**config.mk**
```make
export PLATFORM = sky130hd
export DESIGN_NAME = imm_gen_pipe_flat
export DESIGN_NICKNAME = d
export VERILOG_FILES = /design/src/rtl/imm_gen_pipe_pkg.sv /design/src/rtl/imm_gen_pipe_if.sv /design/src/rtl/imm_gen_pipe_decode.sv /design/src/rtl/imm_gen_pipe.sv /design/src/flat_wrapper.sv
export SDC_FILE = /design/constraint.sdc
export NUM_CORES = 1
export LEC_CHECK = 0
export CAP_MARGIN = 20
export CORE_ASPECT_RATIO = 1.4
export CORE_MARGIN = 1.5
export CORE_UTILIZATION = 40
export CTS_CLUSTER_SIZE = 12
export DETAILED_ROUTE_END_ITERATION = 12
export DONT_BUFFER_PORTS = 1
export PLACE_DENSITY = 0.65
export SETUP_SLACK_MARGIN = 0.4
export SYNTH_ARGS = -nofsm -noshare
export SYNTH_HDL_FRONTEND = slang
export SYNTH_SLANG_ARGS = --single-unit
```
**constraint.sdc**
```tcl
create_clock -name clk -period 1.9 [get_ports clk]
set_input_delay 0.19 -clock clk [delete_from_list [all_inputs] [get_ports clk]]
set_output_delay 0.19 -clock clk [all_outputs]
set_load 0.005 [all_outputs]
```
**src/rtl/imm_gen_pipe_pkg.sv**
```systemverilog
// Shared decode constants and the immediate-format tag for the immediate generator.
// Opcode/quadrant/funct3 values follow the RV32/RV64 base and C encodings.
package imm_pkg;

  localparam logic [6:0] OPC_LOAD   = 7'b0000011;
  localparam logic [6:0] OPC_OP_IMM = 7'b0010011;
  localparam logic [6:0] OPC_AUIPC  = 7'b0010111;
  localparam logic [6:0] OPC_STORE  = 7'b0100011;
  localparam logic [6:0] OPC_LUI    = 7'b0110111;
  localparam logic [6:0] OPC_BRANCH = 7'b1100011;
  localparam logic [6:0] OPC_JALR   = 7'b1100111;
  localparam logic [6:0] OPC_JAL    = 7'b1101111;

  localparam logic [1:0] RVC_Q0 = 2'b00;
  localparam logic [1:0] RVC_Q1 = 2'b01;
  localparam logic [1:0] RVC_Q2 = 2'b10;

  localparam logic [2:0] C_F3_ADDI4SPN  = 3'b000;
  localparam logic [2:0] C_F3_LW        = 3'b010;
  localparam logic [2:0] C_F3_SW        = 3'b110;
  localparam logic [2:0] C_F3_ADDI      = 3'b000;
  localparam logic [2:0] C_F3_JAL_ADDIW = 3'b001;
  localparam logic [2:0] C_F3_LI        = 3'b010;
  localparam logic [2:0] C_F3_LUI       = 3'b011;
  localparam logic [2:0] C_F3_MISC_ALU  = 3'b100;
  localparam logic [2:0] C_F3_J         = 3'b101;
  localparam logic [2:0] C_F3_BEQZ      = 3'b110;
  localparam logic [2:0] C_F3_BNEZ      = 3'b111;
  localparam logic [2:0] C_F3_SWSP      = 3'b110;

  typedef enum logic [3:0] {
    IMM_NONE, IMM_I, IMM_S, IMM_B, IMM_U, IMM_J,
    IMM_CI, IMM_CIU, IMM_CSS, IMM_CIW, IMM_CL, IMM_CJ, IMM_CB
  } imm_type_e;

endpackage

```
**src/rtl/imm_gen_pipe_if.sv**
```systemverilog
// Instruction-in / immediate-out handshake bundle; slave is the generator, master drives it.
interface imm_gen_pipe_if #(
  parameter int XLEN  = 32,
  parameter int TAG_W = 8
);
  import imm_pkg::*;

  logic             in_valid;
  logic             in_ready;
  logic [31:0]      instr;
  logic [TAG_W-1:0] in_tag;
  logic             out_valid;
  logic             out_ready;
  logic [XLEN-1:0]  imm;
  imm_type_e        imm_type;
  logic             imm_err;
  logic [TAG_W-1:0] out_tag;

  modport master (
    output in_valid, instr, in_tag, out_ready,
    input  in_ready, out_valid, imm, imm_type, imm_err, out_tag
  );

  modport slave (
    input  in_valid, instr, in_tag, out_ready,
    output in_ready, out_valid, imm, imm_type, imm_err, out_tag
  );
endinterface

```
**src/rtl/imm_gen_pipe_decode.sv**
```systemverilog
// Combinational instruction -> sign/zero-extended immediate, format tag and no-format flag.
// Unknown encodings resolve to imm=0/IMM_NONE, so no X ever leaves this block.
module imm_decode import imm_pkg::*; #(
  parameter int XLEN        = 32,
  parameter bit SUPPORT_RVC = 1'b1
) (
  input  logic [31:0]     instr_i,
  output logic [XLEN-1:0] imm_o,
  output imm_type_e       imm_type_o,
  output logic            imm_err_o
);
  logic [6:0]      opc;
  logic [2:0]      f3;
  logic [1:0]      quad;
  logic [XLEN-1:0] imm_ci;
  logic [XLEN-1:0] imm_cj;
  logic [XLEN-1:0] imm_cl;

  assign opc  = instr_i[6:0];
  assign f3   = instr_i[15:13];
  assign quad = instr_i[1:0];

  // 6-bit signed field shared by C.ADDI/C.LI/C.ADDIW/C.ANDI
  assign imm_ci = XLEN'($signed({instr_i[12], instr_i[6:2]}));
  assign imm_cj = XLEN'($signed({instr_i[12], instr_i[8], instr_i[10:9], instr_i[6],
                                 instr_i[7], instr_i[2], instr_i[11], instr_i[5:3], 1'b0}));
  assign imm_cl = XLEN'({instr_i[5], instr_i[12:10], instr_i[6], 2'b00});

  always_comb begin
    imm_o      = '0;
    imm_type_o = IMM_NONE;
    if (quad == 2'b11) begin
      case (opc)
        OPC_OP_IMM, OPC_LOAD, OPC_JALR: begin
          imm_type_o = IMM_I;
          imm_o      = XLEN'($signed(instr_i[31:20]));
        end
        OPC_STORE: begin
          imm_type_o = IMM_S;
          imm_o      = XLEN'($signed({instr_i[31:25], instr_i[11:7]}));
        end
        OPC_BRANCH: begin
          imm_type_o = IMM_B;
          imm_o      = XLEN'($signed({instr_i[31], instr_i[7], instr_i[30:25], instr_i[11:8], 1'b0}));
        end
        OPC_JAL: begin
          imm_type_o = IMM_J;
          imm_o      = XLEN'($signed({instr_i[31], instr_i[19:12], instr_i[20], instr_i[30:21], 1'b0}));
        end
        OPC_LUI, OPC_AUIPC: begin
          imm_type_o = IMM_U;
          imm_o      = XLEN'($signed({instr_i[31:12], 12'h000}));
        end
        default: ;
      endcase
    end else if (SUPPORT_RVC) begin
      case (quad)
        RVC_Q0: begin
          if (f3 == C_F3_ADDI4SPN) begin
            imm_type_o = IMM_CIW;
            imm_o      = XLEN'({instr_i[10:7], instr_i[12:11], instr_i[5], instr_i[6], 2'b00});
          end else if (f3 == C_F3_LW || f3 == C_F3_SW) begin
            imm_type_o = IMM_CL;
            imm_o      = imm_cl;
          end
        end
        RVC_Q1: begin
          case (f3)
            C_F3_ADDI, C_F3_LI: begin
              imm_type_o = IMM_CI;
              imm_o      = imm_ci;
            end
            // funct3=001 is C.JAL on RV32 but C.ADDIW on RV64
            C_F3_JAL_ADDIW: begin
              imm_type_o = (XLEN == 64) ? IMM_CI : IMM_CJ;
              imm_o      = (XLEN == 64) ? imm_ci : imm_cj;
            end
            C_F3_LUI: begin
              imm_type_o = IMM_CIU;
              if (instr_i[11:7] == 5'd2)
                imm_o = XLEN'($signed({instr_i[12], instr_i[4:3], instr_i[5], instr_i[2], instr_i[6], 4'h0}));
              else
                imm_o = XLEN'($signed({instr_i[12], instr_i[6:2], 12'h000}));
            end
            C_F3_MISC_ALU: begin
              if (instr_i[11:10] == 2'b10) begin
                imm_type_o = IMM_CB;
                imm_o      = imm_ci;
              end
            end
            C_F3_J: begin
              imm_type_o = IMM_CJ;
              imm_o      = imm_cj;
            end
            C_F3_BEQZ, C_F3_BNEZ: begin
              imm_type_o = IMM_CB;
              imm_o      = XLEN'($signed({instr_i[12], instr_i[6:5], instr_i[2], instr_i[11:10], instr_i[4:3], 1'b0}));
            end
            default: ;
          endcase
        end
        RVC_Q2: begin
          if (f3 == C_F3_SWSP) begin
            imm_type_o = IMM_CSS;
            imm_o      = XLEN'({instr_i[8:7], instr_i[12:9], 2'b00});
          end
        end
        default: ;
      endcase
    end
  end

  assign imm_err_o = (imm_type_o == IMM_NONE);

endmodule

```
**src/rtl/imm_gen_pipe.sv**
```systemverilog
// Immediate generator pipe: 1-cycle latency, output register plus one skid entry.
// in_ready is registered (= skid empty); outputs hold while stalled; strict FIFO order.
module imm_gen_pipe import imm_pkg::*; #(
  parameter int XLEN        = 32,
  parameter bit SUPPORT_RVC = 1'b1,
  parameter int TAG_W       = 8
) (
  input logic          clk,
  input logic          rst_n,
  imm_gen_pipe_if.slave bus
);
  typedef struct packed {
    logic [XLEN-1:0]  imm;
    imm_type_e        imm_type;
    logic             err;
    logic [TAG_W-1:0] tag;
  } entry_t;

  localparam entry_t ENT_RST = '{imm: '0, imm_type: IMM_NONE, err: 1'b0, tag: '0};

  entry_t out_q, out_d, skid_q, skid_d, new_ent;
  logic   out_vld_q, out_vld_d, skid_vld_q, skid_vld_d;
  logic   push, pop;

  imm_decode #(.XLEN(XLEN), .SUPPORT_RVC(SUPPORT_RVC)) u_dec (
    .instr_i    (bus.instr),
    .imm_o      (new_ent.imm),
    .imm_type_o (new_ent.imm_type),
    .imm_err_o  (new_ent.err)
  );
  assign new_ent.tag = bus.in_tag;

  assign push = bus.in_valid && !skid_vld_q;
  assign pop  = out_vld_q && bus.out_ready;

  // skid only fills while the output is stalled, so pop and push never both target it
  always_comb begin
    out_d      = out_q;
    out_vld_d  = out_vld_q;
    skid_d     = skid_q;
    skid_vld_d = skid_vld_q;
    if (pop) begin
      if (skid_vld_q) begin
        out_d      = skid_q;
        skid_vld_d = 1'b0;
      end else if (push) begin
        out_d = new_ent;
      end else begin
        out_vld_d = 1'b0;
      end
    end else if (push) begin
      if (out_vld_q) begin
        skid_d     = new_ent;
        skid_vld_d = 1'b1;
      end else begin
        out_d     = new_ent;
        out_vld_d = 1'b1;
      end
    end
  end

  always_ff @(posedge clk or negedge rst_n) begin
    if (!rst_n) begin
      out_q      <= ENT_RST;
      skid_q     <= ENT_RST;
      out_vld_q  <= 1'b0;
      skid_vld_q <= 1'b0;
    end else begin
      out_q      <= out_d;
      skid_q     <= skid_d;
      out_vld_q  <= out_vld_d;
      skid_vld_q <= skid_vld_d;
    end
  end

  assign bus.in_ready  = !skid_vld_q;
  assign bus.out_valid = out_vld_q;
  assign bus.imm       = out_q.imm;
  assign bus.imm_type  = out_q.imm_type;
  assign bus.imm_err   = out_q.err;
  assign bus.out_tag   = out_q.tag;

endmodule

```
**src/flat_wrapper.sv**
```systemverilog
// flat-port wrapper written by rule: the top's interface ports become plain ports
module imm_gen_pipe_flat import imm_pkg::*;
#(
  parameter int XLEN        = 32,
  parameter bit SUPPORT_RVC = 1'b1,
  parameter int TAG_W       = 8
)
  (clk, rst_n, bus_in_valid, bus_instr, bus_in_tag, bus_out_ready, bus_in_ready, bus_out_valid, bus_imm, bus_imm_type, bus_imm_err, bus_out_tag);
  imm_gen_pipe_if #(.XLEN(XLEN), .TAG_W(TAG_W)) bus_i ();
  input logic clk;
  input logic rst_n;
  input wire logic [$bits(bus_i.in_valid)-1:0] bus_in_valid;
  input wire logic [$bits(bus_i.instr)-1:0] bus_instr;
  input wire logic [$bits(bus_i.in_tag)-1:0] bus_in_tag;
  input wire logic [$bits(bus_i.out_ready)-1:0] bus_out_ready;
  output wire logic [$bits(bus_i.in_ready)-1:0] bus_in_ready;
  output wire logic [$bits(bus_i.out_valid)-1:0] bus_out_valid;
  output wire logic [$bits(bus_i.imm)-1:0] bus_imm;
  output wire logic [$bits(bus_i.imm_type)-1:0] bus_imm_type;
  output wire logic [$bits(bus_i.imm_err)-1:0] bus_imm_err;
  output wire logic [$bits(bus_i.out_tag)-1:0] bus_out_tag;
  assign bus_i.in_valid = bus_in_valid;
  assign bus_i.instr = bus_instr;
  assign bus_i.in_tag = bus_in_tag;
  assign bus_i.out_ready = bus_out_ready;
  assign bus_in_ready = bus_i.in_ready;
  assign bus_out_valid = bus_i.out_valid;
  assign bus_imm = bus_i.imm;
  assign bus_imm_type = bus_i.imm_type;
  assign bus_imm_err = bus_i.imm_err;
  assign bus_out_tag = bus_i.out_tag;
  imm_gen_pipe #(.XLEN(XLEN), .SUPPORT_RVC(SUPPORT_RVC), .TAG_W(TAG_W)) u_core (.clk(clk), .rst_n(rst_n), .bus(bus_i));
endmodule
```
==> flow_summary.ini <==
[critical_path]
worst_setup_path_start_kind = register
worstSetupPathType = register to register
path_max_fanout = 6
crit_family = buffers and inverters
arrival_ps = 1770
cp_slowest_cell = dfrtp_2
slowest_delay_ps = 400
crit_path_end_kind = register
crit_required_ps = 2130
worst-path-buf-inv = 3
worstPathCellList = buf_6, nand2_4, nor3_4, buf_12, clkbuf_16, mux2_4

[sta]
hold_ws_ps = -451
fmax_mhz = 647
hold_violations = 92
slew_viol_final = 0
setup_viol = 0
tightest_slew_ps = 559
min_period_ps = 1540
rsz0062_at_grt = true
maxSlewHeadroom = 0.624
period_share = 0.813
skew_ps = 4.84

[die]
die_area_mm2 = 0.0125
die_w_um = 95.0
dieHeight_um = 132
io_pins = 91
num_rows = 46
core_mm2 = 0.0115
start_util = 0.414

[synthesis]
synth_area_per_cell_um2 = 9.41
synth_nets = 548
ys_top_cells_by_area = dfrtp_1 49%, a31oi_1 6.5%, nor2_1 4.7%
synth_cell_types = 64
netlist_instances = 504
synth_area_mm2 = 0.00474
synth_ff_type = dfrtp_1
synthTopCellsByCount = 92 x dfrtp_1, 59 x nor2_1, 49 x a31oi_1, 41 x nand2_1, 26 x a21oi_1
synth_edf_count = 0
ys_seq_area_frac = 0.485
synth_top_area_frac = 0.485
async_flop_share = 1.00
yosysMostFrequentCell = dfrtp_1
ys_ff_latch = 92
yosys.area.top_type = dfrtp_1
yosys_warnings = 0

[clocking]
clkTransAtPathRegs_ps = 70
numClockSinks = 92
htreeDepth = 3
cts-hold-fix-buffers = 9
cts.path.max_buffers = 2
numCtsBuffers = 9
cts_root_buffer = clkbuf_16
clock_latency_ps = 340
cts_tree = done

[grt]
gr-usage-all-layers = 0.234
grt_pass1_vias = 4046
globalRoute.totalOverflow = 0
grt_pass1_wl_um = 22500
grt_max_degree = 93
antenna_found_initial = 0

[detailed_routing]
drt-initial-drc-count = 413
avgRoutedWirePerCell_um = 22.9
drt_pass1_iterations = 6
drc = 0
routed_wl_um = 15200
via_count = 4249
ant_nets = 0
vias_per_cell = 6.39

[hold_path]
hold_path_class = input port to async pin

[power]
cellPowerDensity_mw_per_mm2 = 1490
cellLeakagePower_uw = 0.00234
total_power_uw = 8830
vdd_ir_drop_max_v = 0.000564

[run_status]
violations = hold timing
status = finished with violations

[flow_run]
max_cap_violations = 0

[cells_and_area]
antenna_cells = 0
final_nets = 560
syn_to_final_growth_pct = 24.9
multi_input_area_mm2 = 0.00251
regArea_mm2 = 0.00230
drive_above_1_share = 0.230
fillers = 999
final-instance-count-excl-fill = 665

[place]
place_inst = 622
gp_congestion = 0.947
hpwl_um = 9810
io_buffers = 0
[per-stage QoR]
stage / TNS (ps) / area, um^2 / util / setup WS [ps]
floorplan: 0 / 4820 / - / 344
global placement: 0 / 4940 / 0.431 / 48.2
detailed placement: -68.8 / 4940 / 0.431 / -21.0
CTS: 0 / 5520 / 0.482 / 385
global route: 0 / 5920 / 0.517 / 264
finish: 0 / 5920 / 0.517 / 356
[placed cells by master, fill, tap and decap left out, types with 6 or more instances in the layout]
cell type      synthesis  routed
buf_8                  0       6
buf_4                  1      17
o22ai_2                0      17
a31oi_1               49      49
nor2_2                 2      12
clkbuf_16              0      14
nor3_1                12      12
nor2_1                59      48
a22oi_1               14      14
a211oi_1               8       8
dfrtp_1               92      91
a21o_1                 7       6
dlygate4sd3_1          0       9
nand2_1               41      39
a21oi_1               26      22
mux2_4                 0       9
o21ai_0               21      19
inv_1                  7       7
[power by group]
group / internal, uW / switching [uW]
clock: 946 / 793
sequential: 2950 / 800
combinational: 1750 / 1590
[registers in the layout (all words and copies together), names as in the netlist]
register / flops
u_core.bus.imm: 32
u_core.bus.imm_err: 1
u_core.bus.imm_type: 4
u_core.bus.out_tag: 8
u_core.bus.out_valid: 1
u_core.skid_q: 45
u_core.skid_vld_q: 1
[per-layer routing]
metal  track usage  vias to the layer above  wire length, um
li1              -                     1920                -
met1         0.285                     2135             5700
met2         0.388                      169             7980
met3        0.0634                       25             1140
met4        0.0912                        0              398
met5             0                        -                0
[final timing paths]
check                                        from                endpoint  slack (ps)  cells after the start
max reg2reg                  u_core.bus.out_valid        u_core.skid_q[6]         360                      6
max in group asynchronous                   rst_n    u_core.bus.out_valid        2190                      0
min                                         rst_n       u_core.skid_q[37]        -450                      0
min in group clk                     bus_in_valid       u_core.skid_vld_q          20                      2
max                          u_core.bus.out_valid        u_core.skid_q[6]         360                      6
min reg2reg                u_core.bus.imm_type[0]  u_core.bus.imm_type[0]         510                      1
[worst reg2reg max path: stages (launching register included)]
cell       delay, ps
dfrtp_2          400
buf_6            130
nand2_4           50
nor3_4           200
buf_12           180
clkbuf_16        170
mux2_4           290
[cell families (layout without fill, tap and decap cells)]
group,count (synthesis),count (layout),share of synthesized area
DFF,92,92,0.485
buffers and inverters,53,68,0.0525
AOI/OAI and AO/OA,180,181,0.256
and+or+nand+nor,168,169,0.180
muxes,11,11,0.0256
[cell type report]
type | instances | share of cell area
multi-input cells | 361 | 0.425
flip-flops and latches | 92 | 0.389
repair buffers | 45 | 0.102
clock buffers | 10 | 0.0403
well taps | 144 | 0.0304
clock inverters | 6 | 0.00887
inverters | 7 | 0.00444
[repair_timing]
item	4_1_cts	5_1_grt
gates resized for setup	12	59
buffers inserted	6	2
cloned	4	6
pin swaps	3	0
hold endpoints to repair	108	92
setup endpoints to repair	79	83
Power figures use the tool's default switching activity.
